<file path="src/rtl/bvh_pkg.sv">
// Shared encodings for the BVH update sequencer.
// Opcodes, FSM state codes and the default refit batch size.
package bvh_pkg;

  localparam int CHUNK_DEF = 64;

  localparam logic [1:0] OP_MORTON = 2'd0;
  localparam logic [1:0] OP_SORT   = 2'd1;
  localparam logic [1:0] OP_EMIT   = 2'd2;
  localparam logic [1:0] OP_REFIT  = 2'd3;

  localparam logic [2:0] S_IDLE    = 3'd0;
  localparam logic [2:0] S_ISSUE   = 3'd1;
  localparam logic [2:0] S_WAIT    = 3'd2;
  localparam logic [2:0] S_ADVANCE = 3'd3;
  localparam logic [2:0] S_DONE    = 3'd4;

endpackage

</file>
<file path="src/rtl/bvh_range_chunker.sv">
// Slices [cursor, total) into refit batches of at most CHUNK prims.
// last marks the batch that reaches total.
module bvh_range_chunker import bvh_pkg::*; #(
  parameter int PRIM_W = 16,
  parameter int CHUNK  = CHUNK_DEF
) (
  input  logic [PRIM_W-1:0] total,
  input  logic [PRIM_W-1:0] cursor,
  output logic [PRIM_W-1:0] len,
  output logic              last
);

  localparam logic [PRIM_W-1:0] CH = PRIM_W'(CHUNK);

  logic [PRIM_W-1:0] rem;

  assign rem  = (cursor >= total) ? '0 : total - cursor;
  assign last = (rem <= CH);
  assign len  = last ? rem : CH;

endmodule

</file>
<file path="src/rtl/bvh_update_seq.sv">
// Sequences BVH rebuild (MORTON/SORT/EMIT) and chunked refit jobs
// onto a single-outstanding kernel command port.
module bvh_update_seq import bvh_pkg::*; #(
  parameter int PRIM_W = 16,
  parameter int CHUNK  = CHUNK_DEF
) (
  input  logic              clk,
  input  logic              rst,
  input  logic              start_rebuild,
  input  logic              start_refit,
  input  logic [PRIM_W-1:0] prim_count,
  output logic              kern_valid,
  input  logic              kern_ready,
  output logic [1:0]        kern_op,
  output logic [PRIM_W-1:0] kern_base,
  output logic [PRIM_W-1:0] kern_len,
  input  logic              kern_done,
  output logic              job_done,
  output logic              job_was_rebuild,
  output logic              busy,
  output logic              err_stray_done
);

  logic [2:0]        state;
  logic              rebuild_pend;
  logic              refit_pend;
  logic              is_rebuild;
  logic [1:0]        phase;
  logic [PRIM_W-1:0] total;
  logic [PRIM_W-1:0] cursor;
  logic [PRIM_W-1:0] chunk_len;
  logic              chunk_last;
  logic              take_rb;
  logic              take_rf;
  logic              clr_rf;

  bvh_range_chunker #(
    .PRIM_W (PRIM_W),
    .CHUNK  (CHUNK)
  ) u_chunker (
    .total  (total),
    .cursor (cursor),
    .len    (chunk_len),
    .last   (chunk_last)
  );

  assign take_rb = (state == S_IDLE) && rebuild_pend;
  assign take_rf = (state == S_IDLE) && !rebuild_pend && refit_pend;
  // a finished rebuild also retires any refit queued behind it
  assign clr_rf  = take_rf || ((state == S_DONE) && is_rebuild);
  assign busy    = (state != S_IDLE) || rebuild_pend || refit_pend;

  always_ff @(posedge clk or posedge rst) begin
    if (rst) begin
      rebuild_pend <= 1'b0;
      refit_pend   <= 1'b0;
    end else begin
      rebuild_pend <= (rebuild_pend && !take_rb) || start_rebuild;
      refit_pend   <= (refit_pend && !clr_rf) ||
                      (start_refit && !start_rebuild);
    end
  end

  always_ff @(posedge clk or posedge rst) begin
    if (rst) begin
      state           <= S_IDLE;
      is_rebuild      <= 1'b0;
      phase           <= 2'd0;
      total           <= '0;
      cursor          <= '0;
      kern_valid      <= 1'b0;
      kern_op         <= 2'd0;
      kern_base       <= '0;
      kern_len        <= '0;
      job_done        <= 1'b0;
      job_was_rebuild <= 1'b0;
      err_stray_done  <= 1'b0;
    end else begin
      job_done <= 1'b0;
      if (kern_done && state != S_WAIT)
        err_stray_done <= 1'b1;
      case (state)
        S_IDLE: begin
          if (take_rb || take_rf) begin
            is_rebuild <= take_rb;
            total      <= prim_count;
            cursor     <= '0;
            phase      <= 2'd0;
            if (prim_count == '0) begin
              state           <= S_DONE;
              job_done        <= 1'b1;
              job_was_rebuild <= take_rb;
            end else begin
              state <= S_ISSUE;
            end
          end
        end
        S_ISSUE: begin
          if (!kern_valid) begin
            kern_valid <= 1'b1;
            kern_op    <= is_rebuild ? phase : OP_REFIT;
            kern_base  <= is_rebuild ? '0 : cursor;
            kern_len   <= is_rebuild ? total : chunk_len;
          end else if (kern_ready) begin
            kern_valid <= 1'b0;
            state      <= S_WAIT;
          end
        end
        S_WAIT: begin
          if (kern_done)
            state <= S_ADVANCE;
        end
        S_ADVANCE: begin
          if (is_rebuild) begin
            if (phase == OP_EMIT) begin
              state           <= S_DONE;
              job_done        <= 1'b1;
              job_was_rebuild <= 1'b1;
            end else begin
              phase <= phase + 2'd1;
              state <= S_ISSUE;
            end
          end else begin
            cursor <= chunk_last ? total : cursor + chunk_len;
            // a pending rebuild preempts the remaining refit chunks
            if (chunk_last || rebuild_pend) begin
              state           <= S_DONE;
              job_done        <= 1'b1;
              job_was_rebuild <= 1'b0;
            end else begin
              state <= S_ISSUE;
            end
          end
        end
        S_DONE: state <= S_IDLE;
        default: state <= S_IDLE;
      endcase
    end
  end

endmodule

</file>
<file path="config.mk">
export PLATFORM = sky130hd
export DESIGN_NAME = bvh_update_seq
export DESIGN_NICKNAME = d
export VERILOG_FILES = /design/src/rtl/bvh_pkg.sv /design/src/rtl/bvh_range_chunker.sv /design/src/rtl/bvh_update_seq.sv
export SDC_FILE = /design/constraint.sdc
export NUM_CORES = 1
export LEC_CHECK = 0
export ABC_AREA = 1
export ABC_CLOCK_PERIOD_IN_PS = 10500
export CORE_MARGIN = 2
export CORE_UTILIZATION = 62
export DETAILED_ROUTE_END_ITERATION = 7
export GPL_ROUTABILITY_DRIVEN = 0
export PLACE_DENSITY_LB_ADDON = 0.12
export REMOVE_ABC_BUFFERS = 1
export SYNTH_ARGS = -nofsm -noshare
export SYNTH_HDL_FRONTEND = slang
export SYNTH_SLANG_ARGS = --single-unit
</file>
<file path="constraint.sdc">
create_clock -name clk -period 10.5 [get_ports clk]
set_input_delay 1.575 -clock clk [delete_from_list [all_inputs] [get_ports clk]]
set_output_delay 1.575 -clock clk [all_outputs]
set_load 0.01 [all_outputs]
</file>
; ---- Word-level counts from Yosys, hierarchy flattened
; Index checks and enable logic that the tools add are counted.
[word_totals]
register_bits = 78
in_bits = 22
output_inout_bits = 39
wordCells = 101
[op_classes]
addsub = 3
n_lt_le_gt_ge = 2
eq_ne = 16
muxes = 36
bitwise_logic = 1
reduce_logical = 29
[op_table]
columns = op, count
row1 = 16-bit two-way mux, 7
row2 = 16-bit case mux with 2 select lines, 1
row3 = 3-bit two-way mux, 8
row4 = 16-bit adder, 1
row5 = 16-bit greater-or-equal comparator, 1
row6 = 16-bit by 7-bit <= comparator with 1-bit output (second input constant), 1
row7 = 16-bit zero test, 1
row8 = 16-bit subtractor, 1
row9 = 1-bit two-way mux, 12
row10 = 2-bit != test (second input constant), 6
row11 = 3-bit case mux with 4 select lines, 1
row12 = 1-bit logical AND, 8
row13 = 2-bit two-way mux, 4
row14 = 4-bit AND reduction, 2
row15 = 1-bit logical OR, 7
row16 = 3-bit by 2-bit equality test with 1-bit output (second input constant), 2
row17 = 3-bit != test (second input constant), 2
row18 = 5-bit AND reduction, 1
row19 = 1-bit zero test, 4
row20 = 2-bit by 1-bit != test with 1-bit output (second input constant), 2
row21 = 1-bit case mux with 2 select lines, 2
row22 = 2-bit case mux with 2 select lines, 1
row23 = 2-bit AND reduction, 2
row24 = 3-bit by 1-bit equality test with 1-bit output (second input constant), 1
row25 = 9 further kinds, 9

; ---- Longest topological paths before layout
[depth]
depth_word = 8
ltp_mapped = 32
depth_no_buf = 31

; ---- Hierarchy
; From an unflattened synthesis, not the netlist that was laid out.
[unflattened]
cells_unflattened = 858
hier_area_um2 = 5819.3
[by_module_without_submodules]
columns = mod, instances, cells_per_inst, area_each_um2, seq_area_each_um2
row1 = bvh_update_seq, 1, 594, 4425.5, 1951.9
row2 = bvh_range_chunker, 1, 264, 1393.8, 0.0

; ---- Worst setup path before layout
; Ideal clock, no wire load.
[synth_path]
path_type = reg-to-reg
startpoint = reg cursor[0]
endpoint = reg cursor[10]
setup_time_ns = 0.117
t_arrival_ns = 3.873
required_ns = 10.383
path_slack_ns = 6.510
path_stages_with_launch = 27
path_buffers = 1
synth_period_minus_slack_ns = 3.990
path_cell_list = dfrtp_1 ha_1 fa_1 inv_1 nand3_1 nand2_2 nand2_1 nand2_2 nand2_2 a21oi_4 buf_6 inv_1 or2_2 nor2_1 ha_1 inv_1 fa_1 o21ai_0 nand2_1 nand2_1 a21oi_1 o21ai_0 nand2_1 nand4_1 nand3_1 nand3_1 nand2_1
[synth_between]
elab_chain_len = 8
word_cells_on_any_way = 9
classes_between = add/sub (2) / order compare (2) / mux (5)
[synth_rtl]
columns = element, line
row1 = start: declaration, bvh_update_seq.sv:30  ; logic [PRIM_W-1:0] cursor;
row2 = start signal: assignment, bvh_update_seq.sv:124  ; cursor <= chunk_last ? total : cursor + chunk_len;
row3 = 16-bit subtractor / 16-bit greater-or-equal comparator (equally long branches), bvh_range_chunker.sv:17  ; assign rem = (cursor >= total) ? '0 : total - cursor;
row4 = 16-bit two-way mux, bvh_range_chunker.sv:17
row5 = 16-bit by 7-bit <= comparator with 1-bit output, bvh_range_chunker.sv:18  ; assign last = (rem <= CH);
row6 = 16-bit two-way mux, bvh_range_chunker.sv:19  ; assign len = last ? rem : CH;
row7 = 16-bit adder, bvh_update_seq.sv:124
row8 = 16-bit two-way mux (*), bvh_update_seq.sv:124
row9 = 16-bit two-way mux (*), bvh_update_seq.sv:114  ; if (is_rebuild) begin
row10 = 16-bit case mux with 2 select lines (*), bvh_update_seq.sv:82  ; case (state)
; Mark *: on every way between the ends. The rest lies on a longest branch, timed or not. The select of a mux whose other input is x is not followed.
; A chain may end at the register's enable or synchronous reset.

; ---- Final worst setup path
; Ends and elaborated chain as after synthesis.

==> results.toml <==
[run_status]
status = "finished clean"

[cts]
post_cts_resized = 0
clock_latency_ns = 0.37
cts-hold-fix-buffers = 0
cts-root-buf = "clkbuf_8"
clk_pin_slew_ns = 0.09
cts_tree = "yes"
cts_max_level = 3
cts_buffers = 9
cts_sinks = 78
clock_path_buffers = 2
cts_setup_buffers = 0

[floorplanning]
io_pins = 61
dieArea_um2 = 9480
design.core.area_um2 = 8590
start_util_pct = 62.9
row_count = 34
fp.dieW_um = 97.4
die_y_um = 97.4

[setup_path]
r2r-start = "cursor[0]$_DFFE_PP0P_"
start_kind = "flop"
cp_slowest_stage_delay_ns = 0.45
path_depth = 29
critPathTopFamily = "simple AND/OR/NAND/NOR gates"
ff2ff_path_depth = 29
path_buf_inv = 2
setup.worst_path.end = "cursor[10]$_DFFE_PP0P_"
cp_data_required_time_ns = 10.80
reg2reg_slack_ns = 5.61
crit-reg2reg-capture = "cursor[10]$_DFFE_PP0P_"
critical_path_peak_fanout = 28
crit_slowest_cell = "dfrtp_1"
worst_ep_arrival_time_ns = 5.19
startpoint = "cursor[0]$_DFFE_PP0P_"
crit_top_cell = "nand2_1"
path_class = "flop to flop"
cp-end-kind = "flop"

[power_and_ir_drop]
leakagePower_uw = 0.00331
power_uw = 2390
irDropWorstVdd_mv = 0.183
cellPowerDensity_nw_per_um2 = 379

[routing]
vias_per_cell = 5.70
detail-route-antenna-nets = 0
wirelength_mm = 14.4
vias = 5380
drt_iter0_drc = 487
wl_per_cell_um = 15.3
drc = 0
dr.pass1.iters = 7

[global_routing]
grt_max_degree = 79
antenna_found_initial = 0
track_usage_pct = 31.6
grt.overflow.total = 0
grt_pass1_wl_mm = 24.3
grt_pass1_vias = 5200

[timing]
setup_viol = 0
fin_crit_ns = 4.89
max-slew-margin-rel_pct = 21.6
finalHoldViolations = 0
worst_slew_pin_slew_ns = 1.17
finalCritPeriodShare_pct = 46.5
rsz0062_at_grt = "false"
clock_skew_ns = 0.0136
max_freq_mhz = 205
report.final.slew_viol_count = 0
setup_tns_ns = 0

[yosys]
ys_seq_area_share_pct = 36.1
synth_cell_types = 38
synthArstFlopShare_pct = 100
synthCells = 771
ys_seq_elements = 78
syn_avg_cell_area_um2 = 7.01
yosys_warnings = 0
synth_edf_count = 0
ys.flop_type = "dfrtp_1"
syn-cell-area_um2 = 5410

[layout]
layout_commonest_cell = "nand2_1"
nets = 887
antenna_cells = 0
drive_gt1_share_pct = 5.50
syn_to_final_growth_pct = 16.5
seqCellArea_um2 = 1950
layout_common_cells = "nand2_1 (267), inv_1 (103), dfrtp_1 (78)"
fillers = 696
multi_input_area_um2 = 2960

[flow_run]
max_cap_violations = 0

[placement]
place_hpwl_mm = 10.6
io_buffers = 60

[hold_path]
hold_class = "flop to flop"
[worst min path at each step]
stage / cells after the start / slack (ns) / to / start
final: 1 / 0.48 / err_stray_done$_DFFE_PP0P_ / err_stray_done$_DFFE_PP0P_
after floorplan: 1 / 0.45 / phase[0]$_DFFE_PP0P_ / phase[0]$_DFFE_PP0P_
after detailed placement: 2 / 0.46 / kern_op[1]$_DFFE_PP0P_ / kern_op[1]$_DFFE_PP0P_
after global placement: 1 / 0.44 / err_stray_done$_DFFE_PP0P_ / err_stray_done$_DFFE_PP0P_
after global routing: 2 / 0.51 / kern_base[9]$_DFFE_PP0P_ / kern_base[9]$_DFFE_PP0P_
after CTS: 2 / 0.48 / kern_len[1]$_DFFE_PP0P_ / kern_len[1]$_DFFE_PP0P_
[report_power, final]
| part | internal, uW | switching, uW | total (uW) |
|---|---|---|---|
| Combinational | 563 | 1060 | 1620 |
| Sequential | 419 | 101 | 519 |
| Clock | 124 | 118 | 242 |
| Total | 1110 | 1280 | 2390 |
[worst register-to-register path: cells and delay by family, from the launching register on]
family	cells	cell delay, ns
fa+ha+maj	4	1.22
flops	1	0.45
buf+inv	2	0.15
simple gates	20	2.20
compound gates	3	0.80
[cell families (layout without fill, tap and decap cells)]
kind of cell             after synthesis  count (layout)  synth area share (%)
AND/OR/NAND/NOR                      415             415                  33.0
adder cells (fa/ha/maj)               34              34                  8.15
flip-flops                            78              78                  36.1
other                                  1               8                0.0694
XOR/XNOR                              15              15                  2.43
AO/OA/AOI/OAI                         99              99                  10.7
buffers and inverters                129             187                  9.56
[flip-flops by register name, indices dropped and copies added, names as in the netlist]
signal           count
cursor              16
kern_base           16
kern_len            16
total               16
state                3
kern_op              2
phase                2
err_stray_done       1
is_rebuild           1
job_done             1
job_was_rebuild      1
kern_valid           1
rebuild_pend         1
refit_pend           1
[stage by stage]
stage	setup WS [ns]	hold slack [ns]	util, %	area [um2]	instances
6_report	5.61	0.481	73.3	6300	944
4_1_cts	5.75	0.485	73.3	6300	944
3_5_place_dp	5.85	0.462	70.9	6090	928
2_1_floorplan	6.42	0.451	-	5310	755
3_3_place_gp	6.03	0.439	70.9	6090	928
5_1_grt	5.17	0.513	73.3	6300	944
[metal layers]
metal | up-vias | GRT usage, % | wire length [um]
li1 | 2574 | - | -
met1 | 2475 | 43.0 | 6000
met2 | 273 | 50.0 | 6670
met3 | 58 | 4.60 | 1120
met4 | 0 | 14.6 | 618
met5 | - | 0 | 0
[cell usage after synthesis (3+ instances only)]
cell type    n  area (um2)
a21oi_1     26         130
nand2_1    267        1000
nand3_1     45         225
xor2_1      10        87.6
clkbuf_1    16        60.1
nor4_1       5        31.3
inv_1      104         390
o21bai_1     4        30.0
nor3_1       6        30.0
nand3_2      4        40.0
buf_6        3        33.8
o31ai_1     20         150
nand4_1     12        75.1
xnor2_1      5        43.8
ha_1        32         400
nor2_1      52         195
dfrtp_1     78        1950
nand3b_1     6        45.0
nor2_2       3        18.8
o21ai_1     10        50.1
nand2_2      8        50.1
o21ai_0     32         160
[cell type report]
cell class | count | area share [%]
well taps | 108 | 2.15
inverters | 106 | 6.34
repair buffers | 65 | 10.1
multi-input cells | 571 | 47.1
clock buffers | 12 | 2.46
flip-flops and latches | 78 | 31.0
clock inverters | 4 | 0.854
Power figures use the tool's default switching activity.
